$ cat src/rtl/stack_ctrl.sv
`default_nettype none
// ============================================================================
//  Module   : stack_ctrl
//  Purpose  : Word-level push/pop/clear controller for an N-bit 1-bit-wide
//             shift-register stack (sel 00 hold, 01 load, 10 shl, 11 shr).
//             Serialises pushed words into the stack MSB, rebuilds popped
//             words from the stack top bit OUT_M, and tracks occupancy.
//  Ports    : clk, rst (async, active-high)
//             push_req/push_data, pop_req, clr_req -> ack (comb), busy
//             pop_data/pop_done, count/full/empty
//             sel1/sel0/ILeft/IRight/load_data -> stack, OUT_M <- stack
//             ovf_err/unf_err (sticky, only with STACK_CTRL_ERR_EN)
//  Options  : `define STACK_CTRL_ERR_EN adds overflow/underflow error flags.
//  Revision : 1.0 - initial release
// ============================================================================
module stack_ctrl #(
    parameter int N     = 8,
    parameter int W     = 4,
    parameter int WORDS = N / W,
    localparam int CW   = $clog2(WORDS + 1),
    localparam int BCW  = $clog2(W)
) (
    input  logic          clk,
    input  logic          rst,
    input  logic          push_req,
    input  logic [W-1:0]  push_data,
    input  logic          pop_req,
    input  logic          clr_req,
    output logic          ack,
    output logic          busy,
    output logic [W-1:0]  pop_data,
    output logic          pop_done,
    output logic [CW-1:0] count,
    output logic          full,
    output logic          empty,
    output logic          sel1,
    output logic          sel0,
    output logic          ILeft,
    output logic          IRight,
    output logic [N-1:0]  load_data,
`ifdef STACK_CTRL_ERR_EN
    output logic          ovf_err,
    output logic          unf_err,
`endif
    input  logic          OUT_M
);

    typedef enum logic [1:0] {
        S_CLR  = 2'd0,
        S_IDLE = 2'd1,
        S_PUSH = 2'd2,
        S_POP  = 2'd3
    } state_t;

    state_t         state_q;
    logic [BCW-1:0] bc_q;
    logic [W-1:0]   word_q;
    logic [W-1:0]   pop_data_q;
    logic [CW-1:0]  count_q;
    logic           pop_done_q;
`ifdef STACK_CTRL_ERR_EN
    logic           ovf_q;
    logic           unf_q;
`endif

    logic w_idle;
    logic w_full;
    logic w_empty;
    logic w_clr_acc;
    logic w_push_acc;
    logic w_pop_acc;
    logic w_last;

    assign w_idle  = (state_q == S_IDLE);
    assign w_full  = (count_q == CW'(WORDS));
    assign w_empty = (count_q == '0);
    assign w_last  = (bc_q == BCW'(W - 1));

    // Fixed priority clr > push > pop; a refused push does not block a pop.
    assign w_clr_acc  = w_idle && clr_req;
    assign w_push_acc = w_idle && !clr_req && push_req && !w_full;
    assign w_pop_acc  = w_idle && !clr_req && !w_push_acc && pop_req && !w_empty;

    always_ff @(posedge clk or posedge rst) begin
        if (rst) begin
            state_q    <= S_CLR;
            bc_q       <= '0;
            word_q     <= '0;
            pop_data_q <= '0;
            count_q    <= '0;
            pop_done_q <= 1'b0;
`ifdef STACK_CTRL_ERR_EN
            ovf_q      <= 1'b0;
            unf_q      <= 1'b0;
`endif
        end else begin
            pop_done_q <= 1'b0;
            case (state_q)
                S_CLR: begin
                    count_q <= '0;
                    bc_q    <= '0;
                    state_q <= S_IDLE;
`ifdef STACK_CTRL_ERR_EN
                    ovf_q   <= 1'b0;
                    unf_q   <= 1'b0;
`endif
                end
                S_IDLE: begin
                    if (w_clr_acc) begin
                        state_q <= S_CLR;
                    end else if (w_push_acc) begin
                        word_q  <= push_data;
                        bc_q    <= '0;
                        state_q <= S_PUSH;
                    end else if (w_pop_acc) begin
                        bc_q    <= '0;
                        state_q <= S_POP;
                    end
`ifdef STACK_CTRL_ERR_EN
                    if (!clr_req && push_req && w_full) begin
                        ovf_q <= 1'b1;
                    end
                    if (!clr_req && !w_push_acc && pop_req && w_empty) begin
                        unf_q <= 1'b1;
                    end
`endif
                end
                S_PUSH: begin
                    if (w_last) begin
                        count_q <= count_q + CW'(1);
                        state_q <= S_IDLE;
                    end else begin
                        bc_q <= bc_q + BCW'(1);
                    end
                end
                S_POP: begin
                    // Top bit comes out MSB-first, so shifting it in from the
                    // LSB side restores the original bit order.
                    word_q <= {word_q[W-2:0], OUT_M};
                    if (w_last) begin
                        count_q    <= count_q - CW'(1);
                        pop_data_q <= {word_q[W-2:0], OUT_M};
                        pop_done_q <= 1'b1;
                        state_q    <= S_IDLE;
                    end else begin
                        bc_q <= bc_q + BCW'(1);
                    end
                end
                default: state_q <= S_CLR;
            endcase
        end
    end

    assign ack       = w_clr_acc || w_push_acc || w_pop_acc;
    assign busy      = !w_idle;
    assign pop_data  = pop_data_q;
    assign pop_done  = pop_done_q;
    assign count     = count_q;
    assign full      = w_full;
    assign empty     = w_empty;

    // CLR -> 01 (load zero), IDLE -> 00, PUSH -> 11 (shr), POP -> 10 (shl).
    // Reset forces CLR, so the stack is zeroed on every edge during reset.
    assign sel1      = (state_q == S_PUSH) || (state_q == S_POP);
    assign sel0      = (state_q == S_CLR)  || (state_q == S_PUSH);
    // LSB goes in first so bit W-1 ends on top of the stack.
    assign ILeft     = (state_q == S_PUSH) ? word_q[bc_q] : 1'b0;
    assign IRight    = 1'b0;
    assign load_data = '0;

`ifdef STACK_CTRL_ERR_EN
    assign ovf_err   = ovf_q;
    assign unf_err   = unf_q;
`endif

endmodule
`default_nettype wire

$ cat config.mk
export PLATFORM = sky130hd
export DESIGN_NAME = stack_ctrl
export DESIGN_NICKNAME = d
export VERILOG_FILES = /design/src/rtl/stack_ctrl.sv
export SDC_FILE = /design/constraint.sdc
export NUM_CORES = 1
export LEC_CHECK = 0
export BUFFER_PORTS_ARGS = -buffer_cell sky130_fd_sc_hd__buf_2
export CAP_MARGIN = 0
export CORE_MARGIN = 2
export CORE_UTILIZATION = 50
export CTS_BUF_LIST = sky130_fd_sc_hd__clkbuf_16
export CTS_CLUSTER_SIZE = 24
export DETAILED_ROUTE_END_ITERATION = 12
export PLACE_DENSITY = 0.78
export REMOVE_ABC_BUFFERS = 1
export SYNTH_ARGS = -nofsm -noshare
export SYNTH_HDL_FRONTEND = slang
export SYNTH_SLANG_ARGS = --single-unit
$ cat constraint.sdc
create_clock -name clk -period 3.96 [get_ports clk]
set_input_delay 1.188 -clock clk [delete_from_list [all_inputs] [get_ports clk]]
set_output_delay 1.188 -clock clk [all_outputs]
set_load 0.05 [all_outputs]
* After elaboration in Yosys (flattened, before gate mapping)
Index checks and enable logic that the tools add are counted.
** Cells by class
- Add/subtract/negate cells :: 3
- Magnitude comparators :: 1
- Equality and inequality tests :: 13
- Mux-type cells :: 21
- Reduce and logical (&&, ||, !) cells :: 26
** Operator list (number)
- two-way mux 2 bit :: 10
- one-hot mux 2 bit (3 select lines) :: 3
- AND reduction 3 bit :: 3
- equality test 2 bit, second input constant :: 4
- two-way mux 4 bit :: 2
- != test 2 bit, second input constant :: 4
- one-hot mux 4 bit (2 select lines) :: 1
- logical AND 1 bit :: 7
- zero test 1 bit :: 5
- adder 2 x 1 -> 2 bit, second input constant :: 2
- zero test 2 bit :: 2
- logical OR 1 bit :: 4
- two-way mux 1 bit :: 4
- != test 2 x 1 -> 1 bit, second input constant :: 2
- != test 4 x 1 -> 1 bit, second input constant :: 1
- AND reduction 2 bit :: 2
- less-than comparator 2 x 3 -> 1 bit, second input constant :: 1
- != test 3 x 1 -> 1 bit, second input constant :: 1
- nonzero test 3 bit :: 1
- binary-select mux 1 bit (select 2 bit) :: 1
- equality test 2 x 1 -> 1 bit, second input constant :: 1
- nonzero test 2 bit :: 1
- OR reduction 2 bit :: 1
- subtractor 2 x 1 -> 2 bit, second input constant :: 1
** Storage, ports and cells
- Flip-flop bits (word level) :: 15
- Bits of input ports :: 10
- Output and inout bits :: 23
- Word-level logic and storage cells :: 70

* Depth between registers and ports, before layout
- Word-level depth :: 12
- Depth in mapped cells :: 6
- Mapped depth without buffers :: 5

* Worst setup path before layout
OpenSTA, ideal clock, no wires.
- Path type :: register to output
- From :: register bc_q[0]
- To :: output ILeft
- Arrival :: 3.052 ns
- Required time :: 2.772 ns
- Path slack :: -0.280 ns
- Cell stages (with the launch flop) :: 4
- Buffers on the path :: 0
- Cell sequence :: dfrtp_1 nor2b_1 a211oi_1 a2111oi_0
** Between the ends
- Cells in the longest elaborated chain, start to end :: 3
** Ends and longest elaborated chain
- start: declaration :: RTL line 56 : logic [BCW-1:0] bc_q;
- start signal: assignment :: RTL line 133 : bc_q <= bc_q + BCW'(1);
- start signal: assignment :: RTL line 146 : bc_q <= bc_q + BCW'(1);
- binary-select mux 1 bit (select 2 bit) :: RTL line 167 : assign ILeft = (state_q == S_PUSH) ? word_q[bc_q] : 1'b0;
- two-way mux 1 bit (not written as such) :: RTL line 167
- two-way mux 1 bit :: RTL line 167
- end: declaration :: RTL line 38 : output logic ILeft,
No other way between the ends. The select of a mux whose other input is x is not followed.

* Worst setup path in the final report
- From :: input push_req
- To :: output ack
** Between the ends
- Cells in the longest elaborated chain, start to end :: 7
- Elaborated cells between the ends (all ways) :: 8
- Those cells by class :: 8 x reduce/logical
** Ends and longest elaborated chain
- start: declaration :: RTL line 25 : input logic push_req,
- logical AND 1 bit * (2 in a row) :: RTL line 81 : assign w_push_acc = w_idle && !clr_req && push_req && !w_full;
- zero test 1 bit :: RTL line 82 : assign w_pop_acc = w_idle && !clr_req && !w_push_acc && pop_req && !w_empty;
- logical AND 1 bit (3 in a row) :: RTL line 82
- logical OR 1 bit * :: RTL line 154 : assign ack = w_clr_acc || w_push_acc || w_pop_acc;
- end: declaration :: RTL line 29 : output logic ack,
Mark *: on every way between the ends. The rest lies on a longest branch, timed or not.

==> flow_summary.ini <==
[sta]
setup_viol = 0
rsz0062_at_grt = false
hold_viol = 0
post-route-period-util_pct = 79.5
fin_crit_ns = 3.15
holdWs_ns = 0.480
fmax_mhz = 318
max_slew_margin_pct = 62.9
finalWorstSetupSlack_ns = 0.814
finalMaxSlewViolations = 0
finalClockSkew_ns = 0.00178
tightestPinTransition_ns = 0.555

[global_route]
antenna_found_initial = 0
overflow = 0
grt_pass1_vias = 652
grt_pass1_wl_mm = 2.80
grtUsageTotal_pct = 18.8
grt_max_degree = 16

[clock_tree]
cts-root-buf = clkbuf_16
cts_tree = yes
cts_setup_buffers = 0
htreeDepth = 1
clockBufferDepth = 2
cts.sinks = 15
cts_resized = 0
clkLatencyLatePin_ns = 0.24
cts.clk_slew.worst_paths_ns = 0.05
numCtsBuffers = 3
cts_hold_buffers = 0

[outcome]
outcome = finished, final reports clean

[setup_path]
reg2reg_depth = 5
crit_path_max_fanout = 4
cp.arrival_ns = 1.96
regToRegSetupSlack_ns = 2.40
r2r-end = count[1]
worstPathRequired_ns = 2.77
rr_startpoint = bc_q[0]
criticalPathCategory = in -> out
end_kind = primary output
startpoint_type = input pin
crit_start = push_req

[min_path]
hold_depth = 1
hp-class = reg -> reg
hp-start = pop_data[0]
holdPathEnd = pop_data[0]

[synth]
synthArstFlopShare_pct = 100
synth_edf_count = 0
yosysTopAreaCell = dfrtp_1
synthCells = 92
synth_area_um2 = 888
ys.flop_type = dfrtp_1
synth-seq-cells = 15
post-synth-top-count-cell = dfrtp_1
synth_commonest_cells = dfrtp_1 (15), buf_4 (9), nor2_1 (7)
synth_top_area_share_pct = 42.3
ys_top_cells_by_area = dfrtp_1 (42%), buf_4 (7.6%), mux2_1 (5.1%)
synth.distinct_cells = 32
syn_avg_cell_area_um2 = 9.66
yosysWarnings = 0
yosysSeqAreaShare_pct = 42.3

[placement]
dpl_worst_slack_ns = 0.814
gp_congestion = 0.801
port_buffers = 23
dpl.cell_count = 126
hpwlAfterDp_mm = 1.21
placed_cell_area_um2 = 957

[die]
fp.dieW_um = 46.2
die_area_um2 = 2130
coreArea_um2 = 1690
die_h_um = 46.2
start_util_pct = 52.6
io_pins = 33
rows = 15

[detailed_routing]
vias = 721
wl_per_cell_um = 12.8
drt-initial-drc-count = 13
ant_nets = 0
vias_per_cell = 5.55
drt_first_pass_iters = 4
wirelength_mm = 1.67
drc = 0

[final_layout]
final_cells = 130
diodes = 0
area_delta_synth_final_pct = 16.6
drive_above_1_share_pct = 28.3
final_area_um2 = 1040
num-nets-final = 125

[job]
drv_cap = 0
==> per-layer routing <==
metal / vias to the layer above / GRT usage, % / wire [µm]
met4: 0 / 12.6 / 42
li1: 347 / - / -
met3: 4 / 2.75 / 102
met1: 338 / 22.0 / 692
met5: - / 0 / 0
met2: 32 / 31.4 / 830
==> metrics by stage <==
stage	utilization [%]	setup TNS (ns)
final	61.3	0
after global routing	61.3	0
after CTS	61.3	0
after detailed placement	56.7	0
after global placement	56.7	0
after floorplan	-	-0.614
==> state kept, by name (all words and copies together), names as in the netlist <==
register  cells
bc_q          2
count         2
pop_data      4
pop_done      1
state_q       2
word_q        4
==> cell usage in the layout, fill, tap and decap left out, types with 2 or more instances in the layout <==
cell       instances
inv_2              2
nor2_1             7
nand2_1            3
conb_1             9
clkbuf_16          3
dfrtp_1           15
a21oi_2            2
nand3_1            2
a21oi_1            4
mux2i_1            3
mux2_1             4
or2_0              4
buf_2             23
a2bb2oi_1          4
inv_1              7
o21ai_0            2
o22ai_1            6
==> layout make-up <==
type / instances / area (µm²)
clock inverter: 1 / 3.75
timing repair buffer: 23 / 115
multi-input combinational: 63 / 415
sequential: 15 / 375
tap: 17 / 21.3
inverter: 8 / 30.0
fill: 144 / 653
clock buffer: 3 / 75.1
==> how the worst max path moves through the flow <==
stage	to	slack [ns]	cells after the start
2_1_floorplan	ILeft	-0.61	2
3_3_place_gp	ack	0.85	6
3_5_place_dp	ack	0.81	6
4_1_cts	ack	0.81	6
5_1_grt	ack	0.74	6
6_report	ack	0.81	6
==> critical path: stages <==
cell     delay, ns
buf_2         0.13
mux2i_1       0.10
a21oi_1       0.16
nor2_1        0.05
nor2_1        0.07
buf_2         0.26
==> kinds of logic after synthesis <==
| kind of cell | share of synthesized area (%) |
|---|---|
| flip-flops | 42.3 |
| multiplexers | 8.45 |
| other | 0.422 |
| buffers and inverters | 14.4 |
| AND/OR/NAND/NOR | 14.4 |
| adder cells (fa/ha/maj) | 1.41 |
| AO/OA/AOI/OAI | 18.7 |
Power is left out: the tool's default activity adds up to more than one toggle a clock period on the data nets, which glitch-free logic cannot reach.
